## config.mk

```make
export PLATFORM = sky130hd
export DESIGN_NAME = adxl345_iic_scheduler
export DESIGN_NICKNAME = d
export VERILOG_FILES = /design/src/rtl/adxl345_iic_scheduler.sv
export SDC_FILE = /design/constraint.sdc
export NUM_CORES = 1
export LEC_CHECK = 0
export CORE_UTILIZATION = 30
export CTS_CLUSTER_SIZE = 30
export DETAILED_ROUTE_END_ITERATION = 7
export PLACE_DENSITY = 0.51
export SLEW_MARGIN = 20
export SYNTH_ARGS = -nofsm -noshare
export SYNTH_HDL_FRONTEND = slang
export SYNTH_SLANG_ARGS = --single-unit
```

## constraint.sdc

```tcl
create_clock -name clk -period 4.4 [get_ports clk]
set_input_delay 0.66 -clock clk [delete_from_list [all_inputs] [get_ports clk]]
set_output_delay 0.66 -clock clk [all_outputs]
set_load 0.1 [all_outputs]
```

## src/rtl/adxl345_iic_scheduler.sv

```systemverilog
// rtl/adxl345_iic_scheduler.sv - shares one I2C master between a config port and an ADXL345 burst-read stream
module adxl345_iic_scheduler #(
    parameter logic [6:0] DEVICE_ADDR = 7'h53,
    parameter logic [7:0] DATA_PTR    = 8'h32,
    parameter int         BURST_LEN   = 6,
    parameter int         PERIOD      = 100000,
    parameter int         TIMEOUT     = 65535
) (
    input  logic        clk,
    input  logic        rst_n,
    input  logic        cfg_valid,
    output logic        cfg_ready,
    input  logic        cfg_rw,
    input  logic [7:0]  cfg_ptr,
    input  logic [7:0]  cfg_wdata,
    output logic [7:0]  cfg_rdata,
    output logic        cfg_done,
    output logic        cfg_err,
    input  logic        irq,
    input  logic        irq_en,
    input  logic        tmr_en,
    output logic [7:0]  m_tdata,
    output logic        m_tvalid,
    output logic        m_tlast,
    output logic [15:0] drop_cnt,
    output logic        cmd_valid,
    input  logic        cmd_ready,
    output logic [6:0]  cmd_addr,
    output logic        cmd_rw,
    output logic [7:0]  cmd_ptr,
    output logic [3:0]  cmd_len,
    output logic [7:0]  wr_data,
    output logic        wr_valid,
    input  logic        wr_ready,
    input  logic [7:0]  rd_data,
    input  logic        rd_valid,
    input  logic        cmp_done,
    input  logic        cmp_err
);

    localparam int         PW   = $clog2(PERIOD);
    localparam int         TW   = $clog2(TIMEOUT + 1);
    localparam logic [3:0] BLEN = 4'(BURST_LEN);

    typedef enum logic [2:0] {S_IDLE, S_CMD, S_WDATA, S_WAIT, S_DONE} state_t;

    state_t        state, state_n;
    logic          irq_s1, irq_s2, irq_d;
    logic [PW-1:0] tmr_cnt;
    logic [TW-1:0] tmo_cnt;
    logic [3:0]    byte_cnt;
    logic          stream_pend;
    logic          is_cfg, cfg_rw_q, err_q;
    logic [7:0]    cfg_ptr_q, cfg_wdata_q;
    logic          irq_rise, tmr_wrap, trig, take_cfg, take_stream, tmo_hit;

    assign irq_rise    = irq_s2 & ~irq_d;
    assign tmr_wrap    = tmr_en && (tmr_cnt == PW'(PERIOD - 1));
    assign trig        = (irq_rise & irq_en) | tmr_wrap;
    assign take_cfg    = (state == S_IDLE) && cfg_valid;
    assign take_stream = (state == S_IDLE) && !cfg_valid && stream_pend;
    // DONE is entered exactly TIMEOUT cycles after CMD entry
    assign tmo_hit     = (tmo_cnt == TW'(TIMEOUT - 1));

    always_ff @(posedge clk or negedge rst_n) begin
        if (!rst_n) begin
            state <= S_IDLE;
        end else begin
            state <= state_n;
        end
    end

    always_comb begin
        state_n   = state;
        cfg_ready = 1'b0;
        cmd_valid = 1'b0;
        cmd_addr  = 7'd0;
        cmd_rw    = 1'b0;
        cmd_ptr   = 8'd0;
        cmd_len   = 4'd0;
        wr_valid  = 1'b0;
        wr_data   = 8'd0;
        case (state)
            S_IDLE: begin
                if (cfg_valid) begin
                    cfg_ready = 1'b1;
                    state_n   = S_CMD;
                end else if (stream_pend) begin
                    state_n = S_CMD;
                end
            end
            S_CMD: begin
                cmd_valid = 1'b1;
                cmd_addr  = DEVICE_ADDR;
                cmd_rw    = is_cfg ? cfg_rw_q : 1'b1;
                cmd_ptr   = is_cfg ? cfg_ptr_q : DATA_PTR;
                cmd_len   = is_cfg ? 4'd1 : BLEN;
                if (tmo_hit) begin
                    state_n = S_DONE;
                end else if (cmd_ready) begin
                    state_n = (is_cfg && !cfg_rw_q) ? S_WDATA : S_WAIT;
                end
            end
            S_WDATA: begin
                wr_valid = 1'b1;
                wr_data  = cfg_wdata_q;
                if (tmo_hit) begin
                    state_n = S_DONE;
                end else if (wr_ready) begin
                    state_n = S_WAIT;
                end
            end
            S_WAIT: begin
                if (cmp_done || tmo_hit) begin
                    state_n = S_DONE;
                end
            end
            S_DONE:  state_n = S_IDLE;
            default: state_n = S_IDLE;
        endcase
    end

    always_ff @(posedge clk or negedge rst_n) begin
        if (!rst_n) begin
            irq_s1      <= 1'b0;
            irq_s2      <= 1'b0;
            irq_d       <= 1'b0;
            tmr_cnt     <= '0;
            tmo_cnt     <= '0;
            byte_cnt    <= 4'd0;
            stream_pend <= 1'b0;
            drop_cnt    <= 16'd0;
            is_cfg      <= 1'b0;
            cfg_rw_q    <= 1'b0;
            cfg_ptr_q   <= 8'd0;
            cfg_wdata_q <= 8'd0;
            err_q       <= 1'b0;
            cfg_rdata   <= 8'd0;
            cfg_done    <= 1'b0;
            cfg_err     <= 1'b0;
            m_tdata     <= 8'd0;
            m_tvalid    <= 1'b0;
            m_tlast     <= 1'b0;
        end else begin
            irq_s1 <= irq;
            irq_s2 <= irq_s1;
            irq_d  <= irq_s2;

            if (!tmr_en || tmr_wrap) begin
                tmr_cnt <= '0;
            end else begin
                tmr_cnt <= tmr_cnt + PW'(1);
            end

            // A trigger coinciding with consumption re-arms without counting as a drop
            if (take_stream) begin
                stream_pend <= trig;
            end else if (trig) begin
                stream_pend <= 1'b1;
                if (stream_pend && drop_cnt != 16'hFFFF) begin
                    drop_cnt <= drop_cnt + 16'd1;
                end
            end

            if (take_cfg) begin
                is_cfg      <= 1'b1;
                cfg_rw_q    <= cfg_rw;
                cfg_ptr_q   <= cfg_ptr;
                cfg_wdata_q <= cfg_wdata;
            end else if (take_stream) begin
                is_cfg <= 1'b0;
            end

            if (state == S_IDLE || state == S_DONE) begin
                tmo_cnt <= '0;
            end else begin
                tmo_cnt <= tmo_cnt + TW'(1);
            end

            if (state != S_DONE && state_n == S_DONE) begin
                err_q <= (state == S_WAIT && cmp_done) ? cmp_err : 1'b1;
            end

            m_tvalid <= 1'b0;
            m_tlast  <= 1'b0;
            if (state == S_IDLE) begin
                byte_cnt <= 4'd0;
            end else if (state == S_WAIT && rd_valid) begin
                if (is_cfg) begin
                    cfg_rdata <= rd_data;
                end else if (byte_cnt != BLEN) begin
                    m_tvalid <= 1'b1;
                    m_tdata  <= rd_data;
                    m_tlast  <= (byte_cnt == BLEN - 4'd1);
                    byte_cnt <= byte_cnt + 4'd1;
                end
            end

            cfg_done <= (state == S_DONE) && is_cfg;
            cfg_err  <= (state == S_DONE) && is_cfg && err_q;
        end
    end

endmodule

```

==> impl_summary.txt <==
----------------------------------------------------
[Floorplanning]
  Starting density of the core ... a little under a third
  Std-Cell Rows ... 45
  Area of the die ... 16000 µm²
  Number of I/O pins ... around 100
  Total core area ... 15200 µm²
  Die Y-Extent ... 127 µm
  Overall die width ... 127 µm

[Final layout]
  Number of antenna repair diodes ... 0
  Commonest cells after routing, fill and taps aside ... 99 x sky130_fd_sc_hd__dfrtp_1, 90 x sky130_fd_sc_hd__clkdlybuf4s50_1, 46 x sky130_fd_sc_hd__nor2_1, 28 x sky130_fd_sc_hd__mux2_1
  Signed area change from the synthesized netlist to the final layout ... 30.3%
  Number of nets in the final layout ... roughly 550
  Share of final-layout standard cells stronger than drive strength 1 ... 8.61%
  Most frequent standard cell in the layout excluding fill and tap cells ... sky130_fd_sc_hd__dfrtp_1

[Clock network]
  Max H-tree Level ... 3
  Clk buf depth ... 2
  CTS tree ... yes
  Post-CTS Setup Repair Bufs ... 0
  Insertion delay to the later sink of the worst-skew pair ... roughly 0.35 ns
  Hold-fix buffer count after cts ... 0
  Clock tree root driver cell ... sky130_fd_sc_hd__clkbuf_16
  Number of buffers created by CTS ... 9
  Count of clock tree sinks ... 99
  Clock transition at the registers of the reported paths ... 0.07 ns
  Post-CTS sizing ... 0

[Synth]
  Number of standard cells after synthesis ... ~420
  Largest family of logic cells by synthesized area ... simple AND/OR/NAND/NOR gates
  Share of the yosys chip area belonging to registers ... 53.2%
  Average cell area after synthesis ... 11.2 µm²
  Synthesized-area fraction occupied by xor and xnor cells ... 8.27%
  Post-synth cell types ... 43
  Multiplexer area fraction after synthesis ... 8.00%
  Fraction of the mapped netlist area in simple logic gates ... 20.3%
  Post-Synthesis Cell Area ... 4660 µm²
  Post-synthesis compound-gate area fraction ... 4.08%
  Synthesis warning total ... 0
  Post-synthesis share of cell area spent on full adders, half adders and majority gates ... 1.88%
  Number of register bits inferred by synthesis ... 99

[Timing]
  Transition time at the pin with the least slew margin ... 0.995 ns
  Final period utilization ... 80.0%
  Setup repair after global routing missed its margin ... false
  Summed negative setup slack over all endpoints ... 0 ns
  Final Skew ... roughly 0.0076 ns
  FMAX ... around 0.28 GHz
  Worst slew slack as a fraction of its limit ... 33.5%
  Final hold violations ... 0
  Minimum clock period after layout ... 3.52 ns
  Final max-slew violation count ... 0
  Final setup violation count ... 0

[Placement]
  Placer's final routability congestion estimate ... approximately 0.76
  Input/output buffers ... 98
  HPWL after DPL ... 6560 µm

[Pwr]
  Total Power Consumption ... ~4.6 mW
  Static power due to leakage ... 2.67 nW
  Cell Pwr Density ... 755 nW/µm²
  Worst-case vdd ir drop ... between 0.3 and 0.4 mV

[Worst setup path]
  FF-to-FF Start ... tmr_cnt[0]
  Critical-path maximum fanout ... 12
  Arr. time, crit path ... 2.86 ns
  Launching element type of the critical path ... flip-flop
  Worst path required time ... 3.74 ns
  Critical Path Start ... state[0]
  Setup CP Type ... flip-flop to output pin
  CP endpoint kind ... output pin

[Worst hold path]
  Worst min path class ... input pin to async pin

[Routing]
  Aggregate routed wire length ... 9480 µm
  Sum of routed wire segments on met1 ... around 4500 µm
  Number of antenna-violating nets in the routed design ... 0
  Wire length on met3 ... approximately 540 µm
  Drt pass-1 iters ... 6
  Total number of vias ... 3238
  Met2 WL ... 4310 µm
  DR vias/cell ... 4.63
  Drt first-iter violations ... approximately 160
  Post-detailed-route wirelength per cell ... 13.6 µm
  Topmost layer with routed signal wires ... met4
  DRC violation count after routing ... 0

[Global route]
  Aggregate global routing overflow ... 0
  Number of global-route vias before repair ... 3191
  Overall Global Routing Usage ... approximately an eighth
  Pin count of the biggest net entering global routing ... 77
  First-pass GRT wire length ... 15800 µm
  Initial antenna violation count ... 0

[Outcome]
  Run status ... finished clean

[Job]
  Max-cap violations ... 0

----------------------------------------------------
## cells in the mapped netlist (all sizes together)
library cell | n | share of area, %
nand3 | 23 | 2.5
buf | 17 | 2.6
nor4 | 1 | 0.46
nor3 | 5 | 0.54
and3 | 17 | 2.3
or2 | 1 | 0.13
nor3b | 1 | 0.27
and4 | 8 | 1.5
o41a | 1 | 0.24
a31oi | 3 | 0.40
nand4 | 17 | 2.7
xnor2 | 23 | 4.3
nand4b | 1 | 0.51
nor2b | 2 | 0.27
nor4bb | 1 | 0.21
and4bb | 2 | 0.54
and2 | 13 | 1.8
xor2 | 21 | 3.9
nor4b | 1 | 0.51
mux2i | 2 | 0.43
nand2 | 23 | 1.9
o21a | 2 | 0.32
ha | 7 | 1.9
o21ai | 9 | 1.2
conb | 1 | 0.081
a21oi | 11 | 1.2
inv | 14 | 1.1
mux2 | 31 | 7.6
or3 | 3 | 0.40
a21o | 1 | 0.16
a311oi | 1 | 0.56
clkbuf | 6 | 0.48
dfrtp | 99 | 53
nor2 | 47 | 3.8
## state kept, by name (all words and copies together) (netlist names)
name and count:
is_cfg 1, irq_s2 1, cfg_rw_q 1, cfg_wdata_q 8, byte_cnt 4, tmr_cnt 17, cfg_err 1, cfg_ptr_q 8
irq_s1 1, m_tdata 8, irq_d 1, err_q 1, state 3, cfg_done 1, drop_cnt 16, m_tvalid 1
m_tlast 1, tmo_cnt 16, stream_pend 1, cfg_rdata 8
## layer usage
layer  track usage, %  vias up
li1                 -     1593
met2             19.6       83
met4             4.46        0
met1             16.1     1550
met5                0        -
met3             4.39       12
## worst paths after layout
path	end	slack (ns)	cells past startpoint
worst max-delay path	cmd_addr[4]	0.88	4
worst min-delay path	m_tdata[3]	0.32	1
worst max register to register	drop_cnt[1]	2.23	6
worst min register to register	irq_s2	0.36	0
max in group asynchronous	cfg_wdata_q[7]	3.27	2
min in group clk	irq_s2	0.36	0
## critical path, stage by stage (launching register included)
cell and delay, ns:
sky130_fd_sc_hd__dfrtp_1 0.60, sky130_fd_sc_hd__inv_2 0.08, sky130_fd_sc_hd__or3_1 0.48, sky130_fd_sc_hd__inv_2 0.19, sky130_fd_sc_hd__clkdlybuf4s50_1 1.16
## cell type report
type                    instances  area (µm²)
clock buffers                  10         239
well taps                     188         235
inverters                      14        52.6
fillers                      1453        9130
clock inverters                 6        86.3
flip-flops and latches         99        2480
repair buffers                100         980
multi-input cells             282        2000
## power by group
| group | total (mW) | internal (mW) | switching (mW) |
|---|---|---|---|
| registers | 1.32 | 1.13 | 0.186 |
| clock network | 0.864 | 0.514 | 0.350 |
| logic | 2.40 | 0.575 | 1.83 |
## stage by stage
stage / setup slack (ns) / util (%) / hold WS, ns / cell area [µm²] / instances
after floorplan: 0.747 / - / 0.331 / 4670 / 418
after global placement: 1.32 / 37.7 / 0.338 / 5740 / 683
after detailed placement: 1.25 / 37.8 / 0.352 / 5740 / 683
after CTS: 0.864 / 39.9 / 0.367 / 6060 / 699
after global routing: 0.753 / 39.9 / 0.367 / 6070 / 699
final: 0.880 / 39.9 / 0.315 / 6070 / 699
## kinds of logic after synthesis
| group | count (synthesis) |
|---|---|
| and+or+nand+nor | 166 |
| DFF | 99 |
| xor gates and xnor gates | 44 |
| buffers and inverters | 37 |
| muxes | 33 |
| AOI/OAI and AO/OA | 28 |
| adders and majority gates | 7 |
| other | 1 |
(Power assumes the default switching activity.)
